--- src/rtl/csa_pkg.sv ---
// rtl/csa_pkg.sv - shared FSM encoding and carry-save tree sizing helpers
// Purpose: state type for the accumulator FSM and constant functions that size
//          the 3:2 reduction tree at elaboration time.
// Ports:   none (package).
package csa_pkg;

  typedef enum logic [1:0] {
    ST_ACCUM   = 2'd0,
    ST_RESOLVE = 2'd1,
    ST_OUTPUT  = 2'd2
  } state_t;

  // Vector count remaining after l levels of 3:2 reduction starting from n.
  // Each level turns every full group of three into two; leftovers pass through.
  function automatic int csa_count(input int n, input int l);
    int c;
    c = n;
    for (int k = 0; k < l; k++) begin
      if (c > 2) c = c - c / 3;
    end
    return c;
  endfunction

  // Number of 3:2 levels needed to bring n vectors down to two.
  function automatic int csa_levels(input int n);
    int c;
    int lv;
    c  = n;
    lv = 0;
    while (c > 2) begin
      c  = c - c / 3;
      lv = lv + 1;
    end
    return lv;
  endfunction

endpackage

--- src/rtl/csa_accumulator_if.sv ---
// rtl/csa_accumulator_if.sv - input-beat and result handshake bundle
// Purpose: groups the operand stream and result stream of csa_accumulator.
// Ports:   in_valid/in_ready/in_data/in_signed/in_last (beat stream into the block),
//          out_valid/out_ready/out_data (result stream out of the block).
//          master = upstream/downstream side, slave = accumulator side.
interface csa_accumulator_if #(
  parameter int NUM_IN    = 4,
  parameter int IN_WIDTH  = 8,
  parameter int ACC_WIDTH = 24
);
  logic                         in_valid;
  logic                         in_ready;
  logic [NUM_IN*IN_WIDTH-1:0]   in_data;
  logic                         in_signed;
  logic                         in_last;
  logic                         out_valid;
  logic                         out_ready;
  logic [ACC_WIDTH-1:0]         out_data;

  modport master (
    output in_valid, in_data, in_signed, in_last, out_ready,
    input  in_ready, out_valid, out_data
  );

  modport slave (
    input  in_valid, in_data, in_signed, in_last, out_ready,
    output in_ready, out_valid, out_data
  );
endinterface

--- src/rtl/csa_3to2.sv ---
// rtl/csa_3to2.sv - word-wide row of 3:2 full adders
// Purpose: compresses three W-bit vectors into a sum and a carry vector.
// Ports:   i_a, i_b, i_c (W) operands; o_sum (W) bitwise sum;
//          o_carry (W) majority shifted left one, MSB dropped.
module csa_3to2 #(
  parameter int W = 8
) (
  input  logic [W-1:0] i_a,
  input  logic [W-1:0] i_b,
  input  logic [W-1:0] i_c,
  output logic [W-1:0] o_sum,
  output logic [W-1:0] o_carry
);
  logic [W-1:0] w_maj;

  assign o_sum   = i_a ^ i_b ^ i_c;
  assign w_maj   = (i_a & i_b) | (i_a & i_c) | (i_b & i_c);
  assign o_carry = w_maj << 1;
endmodule

--- src/rtl/csa_accumulator.sv ---
// rtl/csa_accumulator.sv - streaming multi-operand carry-save accumulator
// Purpose: each accepted beat folds NUM_IN operands into a stored sum/carry pair
//          through a 3:2 tree; the last beat of a group triggers one carry-propagate
//          add whose result is held until downstream accepts it.
// Ports:   clk (rising edge), reset (sync, active-high),
//          bus (csa_accumulator_if.slave): beat stream in, result stream out.
module csa_accumulator
  import csa_pkg::*;
#(
  parameter int NUM_IN    = 4,
  parameter int IN_WIDTH  = 8,
  parameter int ACC_WIDTH = 24
) (
  input  logic                 clk,
  input  logic                 reset,
  csa_accumulator_if.slave     bus
);
  localparam int NV   = NUM_IN + 2;
  localparam int NLEV = csa_levels(NV);

  state_t               r_state;
  logic [ACC_WIDTH-1:0] r_acc_sum;
  logic [ACC_WIDTH-1:0] r_acc_carry;
  logic                 r_out_valid;
  logic [ACC_WIDTH-1:0] r_out_data;

  logic                 w_accept;
  logic [ACC_WIDTH-1:0] w_tree_sum;
  logic [ACC_WIDTH-1:0] w_tree_carry;

  // Level l of the tree occupies w_vec[l][0 .. csa_count(NV,l)-1]; the tail
  // of each row is tied off so every element has exactly one driver.
  logic [ACC_WIDTH-1:0] w_vec [NLEV+1][NV];

  for (genvar l = 0; l <= NLEV; l++) begin : g_lvl
    localparam int CNT = csa_count(NV, l);

    if (l == 0) begin : g_src
      for (genvar i = 0; i < NUM_IN; i++) begin : g_op
        logic [IN_WIDTH-1:0]         w_op;
        logic signed [ACC_WIDTH-1:0] w_sx;
        logic [ACC_WIDTH-1:0]        w_zx;
        assign w_op        = bus.in_data[i*IN_WIDTH +: IN_WIDTH];
        assign w_sx        = ACC_WIDTH'($signed(w_op));
        assign w_zx        = ACC_WIDTH'(w_op);
        assign w_vec[0][i] = bus.in_signed ? w_sx : w_zx;
      end
      assign w_vec[0][NUM_IN]   = r_acc_sum;
      assign w_vec[0][NUM_IN+1] = r_acc_carry;
    end else begin : g_red
      localparam int PREV = csa_count(NV, l - 1);
      localparam int NG   = PREV / 3;
      for (genvar g = 0; g < NG; g++) begin : g_row
        csa_3to2 #(.W(ACC_WIDTH)) u_row (
          .i_a     (w_vec[l-1][3*g]),
          .i_b     (w_vec[l-1][3*g+1]),
          .i_c     (w_vec[l-1][3*g+2]),
          .o_sum   (w_vec[l][2*g]),
          .o_carry (w_vec[l][2*g+1])
        );
      end
      for (genvar r = 0; r < PREV % 3; r++) begin : g_pass
        assign w_vec[l][2*NG+r] = w_vec[l-1][3*NG+r];
      end
    end

    for (genvar j = CNT; j < NV; j++) begin : g_tie
      assign w_vec[l][j] = '0;
    end
  end

  assign w_tree_sum   = w_vec[NLEV][0];
  assign w_tree_carry = w_vec[NLEV][1];

  // In OUTPUT the accumulator is already cleared, so a beat accepted alongside
  // the result handshake starts the next group from zero.
  assign bus.in_ready  = (r_state == ST_ACCUM) ||
                         ((r_state == ST_OUTPUT) && bus.out_ready);
  assign w_accept      = bus.in_valid && bus.in_ready;
  assign bus.out_valid = r_out_valid;
  assign bus.out_data  = r_out_data;

  always_ff @(posedge clk) begin
    if (reset) begin
      r_state     <= ST_ACCUM;
      r_acc_sum   <= '0;
      r_acc_carry <= '0;
      r_out_valid <= 1'b0;
      r_out_data  <= '0;
    end else begin
      case (r_state)
        ST_ACCUM: begin
          if (w_accept) begin
            r_acc_sum   <= w_tree_sum;
            r_acc_carry <= w_tree_carry;
            if (bus.in_last) r_state <= ST_RESOLVE;
          end
        end
        ST_RESOLVE: begin
          r_out_data  <= r_acc_sum + r_acc_carry;
          r_acc_sum   <= '0;
          r_acc_carry <= '0;
          r_out_valid <= 1'b1;
          r_state     <= ST_OUTPUT;
        end
        ST_OUTPUT: begin
          if (bus.out_ready) begin
            r_out_valid <= 1'b0;
            r_state     <= ST_ACCUM;
            if (w_accept) begin
              r_acc_sum   <= w_tree_sum;
              r_acc_carry <= w_tree_carry;
              if (bus.in_last) r_state <= ST_RESOLVE;
            end
          end
        end
        default: begin
          r_state     <= ST_ACCUM;
          r_out_valid <= 1'b0;
        end
      endcase
    end
  end
endmodule
--- src/flat_wrapper.sv ---
// flat-port wrapper written by rule: the top's interface ports become plain ports
module csa_accumulator_flat import csa_pkg::*;
#(
  parameter int NUM_IN    = 4,
  parameter int IN_WIDTH  = 8,
  parameter int ACC_WIDTH = 24
)
  (clk, reset, bus_in_valid, bus_in_data, bus_in_signed, bus_in_last, bus_out_ready, bus_in_ready, bus_out_valid, bus_out_data);
  csa_accumulator_if #(.NUM_IN(NUM_IN), .IN_WIDTH(IN_WIDTH), .ACC_WIDTH(ACC_WIDTH)) bus_i ();
  input  logic clk;
  input  logic reset;
  input wire logic [$bits(bus_i.in_valid)-1:0] bus_in_valid;
  input wire logic [$bits(bus_i.in_data)-1:0] bus_in_data;
  input wire logic [$bits(bus_i.in_signed)-1:0] bus_in_signed;
  input wire logic [$bits(bus_i.in_last)-1:0] bus_in_last;
  input wire logic [$bits(bus_i.out_ready)-1:0] bus_out_ready;
  output wire logic [$bits(bus_i.in_ready)-1:0] bus_in_ready;
  output wire logic [$bits(bus_i.out_valid)-1:0] bus_out_valid;
  output wire logic [$bits(bus_i.out_data)-1:0] bus_out_data;
  assign bus_i.in_valid = bus_in_valid;
  assign bus_i.in_data = bus_in_data;
  assign bus_i.in_signed = bus_in_signed;
  assign bus_i.in_last = bus_in_last;
  assign bus_i.out_ready = bus_out_ready;
  assign bus_in_ready = bus_i.in_ready;
  assign bus_out_valid = bus_i.out_valid;
  assign bus_out_data = bus_i.out_data;
  csa_accumulator #(.NUM_IN(NUM_IN), .IN_WIDTH(IN_WIDTH), .ACC_WIDTH(ACC_WIDTH)) u_core (.clk(clk), .reset(reset), .bus(bus_i));
endmodule
--- config.mk ---
export PLATFORM = sky130hd
export DESIGN_NAME = csa_accumulator_flat
export DESIGN_NICKNAME = d
export VERILOG_FILES = /design/src/rtl/csa_pkg.sv /design/src/rtl/csa_accumulator_if.sv /design/src/rtl/csa_3to2.sv /design/src/rtl/csa_accumulator.sv /design/src/flat_wrapper.sv
export SDC_FILE = /design/constraint.sdc
export NUM_CORES = 1
export LEC_CHECK = 0
export CORE_MARGIN = 1.5
export CORE_UTILIZATION = 52
export DETAILED_ROUTE_END_ITERATION = 16
export GPL_TIMING_DRIVEN = 1
export PLACE_DENSITY = 0.87
export SLEW_MARGIN = 20
export SYNTH_ARGS = -nofsm -noshare
export SYNTH_HDL_FRONTEND = slang
export SYNTH_SLANG_ARGS = --single-unit
export TNS_END_PERCENT = 1
--- constraint.sdc ---
create_clock -name clk -period 3 [get_ports clk]
set_clock_uncertainty 0.15 [all_clocks]
set_input_delay 0.6 -clock clk [delete_from_list [all_inputs] [get_ports clk]]
set_output_delay 0.6 -clock clk [all_outputs]
set_load 0.01 [all_outputs]
==> results.json <==
{
  "place_area_um2": 6340,
  "critPathLaunchType": "primary input",
  "clock_sinks": 73,
  "ir_drop_v": 0.000284,
  "synth_xor_area_share_pct": 3.06,
  "vias": 4506,
  "outcome": "complete, no violations",
  "arrival_ns": 3.05,
  "path_class": "in -> reg",
  "slew_viol_final": 0,
  "globalplace.congestion": 0.875,
  "first_pass_iters": 4,
  "worst_pin_slew_ns": 0.465,
  "relSlewSlack_pct": 68.9,
  "min_period_ns": 2.96,
  "ys_warn_count": 0,
  "final_cell_area_um2": 6560,
  "initial_core_util_pct": 53.2,
  "antenna_found_initial": 0,
  "grt_max_degree": 38,
  "crit_path_end_kind": "register",
  "grt_pass1_vias": 4831,
  "fp.dieW_um": 105,
  "cp_max_fo": 7,
  "min_path_type": "reg -> reg",
  "fin_crit_sh_pct": 98.6,
  "synthAdderAreaFrac_pct": 33.4,
  "ys_seq_area_share_pct": 26.9,
  "avgSynthCellArea_um2": 8.95,
  "mostFrequentLayoutCell": "nor2_1",
  "synthDistinctLibCells": 49,
  "fmax_mhz": 338,
  "min_path_cells": 2,
  "synthMuxAreaShare_pct": 0.184,
  "clkPwrFrac_pct": 16.8,
  "seq_power_share_pct": 30.6,
  "clk_latency_ns": 0.37,
  "setup_ws_ns": 0.0423,
  "cpPeakStageDelay_ns": 0.60,
  "cts_root_buf": "clkbuf_8",
  "r2r_cells": 10,
  "hold_viol": 0,
  "path_clk_slew_ns": 0.09,
  "io_buffers": 63,
  "hpwl_mm": 9.71,
  "drc": 0,
  "mostFrequentLayoutCells": "nor2_1, fa_1, dfxtp_1, inv_1, clkdlybuf4s50_1",
  "path_cells": "buf_6 > and2_4 > fa_2 > clkinvlp_4 > buf_12 > fa_1 > fa_1 > nor2_1 > a31oi_1 > nor2_1",
  "row_count": 37,
  "switchingPower_mw": 1.96,
  "cts_buffer_depth": 2,
  "p_sw_share_pct": 43.4,
  "p_total_mw": 4.51,
  "viasPerCell": 5.54,
  "drt-total-wl_mm": 12.6,
  "final_nets": 811,
  "wire_per_inst_um": 15.5,
  "die-area_um2": 11100,
  "synth_top_family_by_area": "adder cells",
  "core_area_um2": 10200,
  "ctsHoldBuffers": 0,
  "synth-simple-area-share_pct": 15.4,
  "syn_area_um2": 5440,
  "drv_cap": 0,
  "area_growth_pct": 20.6,
  "tns_ns": 0,
  "p_int_mw": 2.55,
  "final_util_pct": 64.1,
  "cp_data_required_time_ns": 3.09,
  "cts_tree": "yes",
  "num_antenna_cells": 0,
  "gr-usage-all-layers_pct": 24.4,
  "rsz0062_at_grt": "true",
  "syn_inst": 608,
  "p_per_area_nw_per_um2": 687,
  "pwr-share-comb_pct": 52.5,
  "ys_ff_latch": 73,
  "cellLeakagePower_nw": 2.73,
  "htreeDepth": 3,
  "antenna_left": 0,
  "die-height_um": 105,
  "num_io_pins": 64,
  "overflow": 0,
  "grt_pass1_wl_mm": 21.7,
  "cp_slowest_cell": "fa_2",
  "synth_compound_area_share_pct": 14.2,
  "drt_iter0_markers": 251,
  "setup_viol": 0,
  "layout-drive-gt1-share_pct": 8.11,
  "cts_inserted_buffers": 9,
  "preCtsSetupSlack_ns": -0.608,
  "syn_nets": 746
}
## through the flow
step / hold WS [ns] / std cells
after floorplan: 0.299 / 608
after global placement: 0.296 / 797
after detailed placement: 0.294 / 797
after CTS: 0.305 / 814
after global routing: 0.336 / 814
final: 0.306 / 814
## timing repair
item	in CTS	in global routing
buffers inserted	0	0
pin swaps	14	6
setup endpoints to repair	28	8
gates resized for setup	24	2
gates cloned	1	0
## kinds of logic (layout without fill, tap and decap cells)
kind of cell,count (synthesis),after routing
compound gates,121,121
xor+xnor,19,19
fa+ha+maj,100,100
buf+inv,100,170
flops,73,73
mux,1,1
simple gates,194,194
## registers in the layout (all words and copies together), names as in the netlist
name                  cells
u_core.bus.out_valid      1
u_core.bus.out_data      24
u_core.r_acc_carry       22
u_core.r_state            2
u_core.r_acc_sum         24
## worst max-delay path: cells and delay by family
family	cells	cell delay, ns
AOI/OAI and AO/OA	1	0.16
buffers and inverters	3	0.46
adders and majority gates	3	1.56
and+or+nand+nor	3	0.27
## path summary, 6_finish.rpt
kind	startpoint	end	slack, ns
worst min-delay path	u_core.bus.out_data[5]	u_core.bus.out_data[5]	0.31
worst max register to register	u_core.r_acc_sum[2]	u_core.bus.out_data[18]	0.27
worst min register to register	u_core.bus.out_data[5]	u_core.bus.out_data[5]	0.31
worst max-delay path	bus_in_signed	u_core.r_acc_sum[11]	0.04
## power by group through the flow
stage | Sequential (mW) | Clock, mW | Combinational, mW
2_1_floorplan | 1.35 | 0 | 1.70
3_3_place_gp | 1.39 | 0 | 2.14
3_5_place_dp | 1.40 | 0 | 2.34
4_1_cts | 1.38 | 0.754 | 2.38
5_1_grt | 1.41 | 0.795 | 2.72
6_report | 1.38 | 0.759 | 2.37
## synth_stat cells, drive strengths merged
master / number / area [um^2]
nor2: 102 / 383
fa: 75 / 1500
dfxtp: 73 / 1460
inv: 72 / 270
a31oi: 45 / 282
nand2: 43 / 161
a21oi: 39 / 199
ha: 25 / 313
clkbuf: 24 / 90.1
xnor2: 13 / 114
nand3: 12 / 60.1
o21ai: 9 / 52.6
and2: 6 / 37.5
nand2b: 6 / 37.5
xor2: 6 / 52.6
a21o: 5 / 37.5
and3: 5 / 31.3
nor3: 5 / 25.0
a22o: 4 / 35.0
buf: 4 / 17.5
nand4: 4 / 25.0
o211ai: 4 / 30.0
nor2b: 3 / 18.8
a211oi: 2 / 15.0
a21boi: 2 / 15.0
o31ai: 2 / 15.0
or3: 2 / 12.5
a2111oi: 1 / 8.76
a221oi: 1 / 8.76
a222oi: 1 / 10.0
a311o: 1 / 10.0
a32oi: 1 / 8.76
mux2i: 1 / 10.0
nor3b: 1 / 7.51
nor4: 1 / 6.26
nor4b: 1 / 8.76
o2111ai: 1 / 15.0
o211a: 1 / 10.0
o31a: 1 / 8.76
o32a: 1 / 10.0
or2: 1 / 6.26
or4: 1 / 7.51
or4b: 1 / 10.0
## per-layer routing
layer / vias to the layer above / share of wire (%) / GRT usage [%]
met5: - / 0 / 0
met4: 0 / 3.0 / 11.1
met3: 35 / 4.3 / 4.33
met2: 120 / 53 / 44.6
met1: 2212 / 39 / 27.7
li1: 2139 / - / -
## cell type report
class | count | area (um^2)
clock buffers | 9 | 124
clock inverters | 7 | 60.1
fillers | 783 | 3670
inverters | 72 | 278
multi-input cells | 435 | 3630
flip-flops and latches | 73 | 1460
well taps | 136 | 170
repair buffers | 82 | 840
No activity file was read; power rests on OpenSTA's default activity.
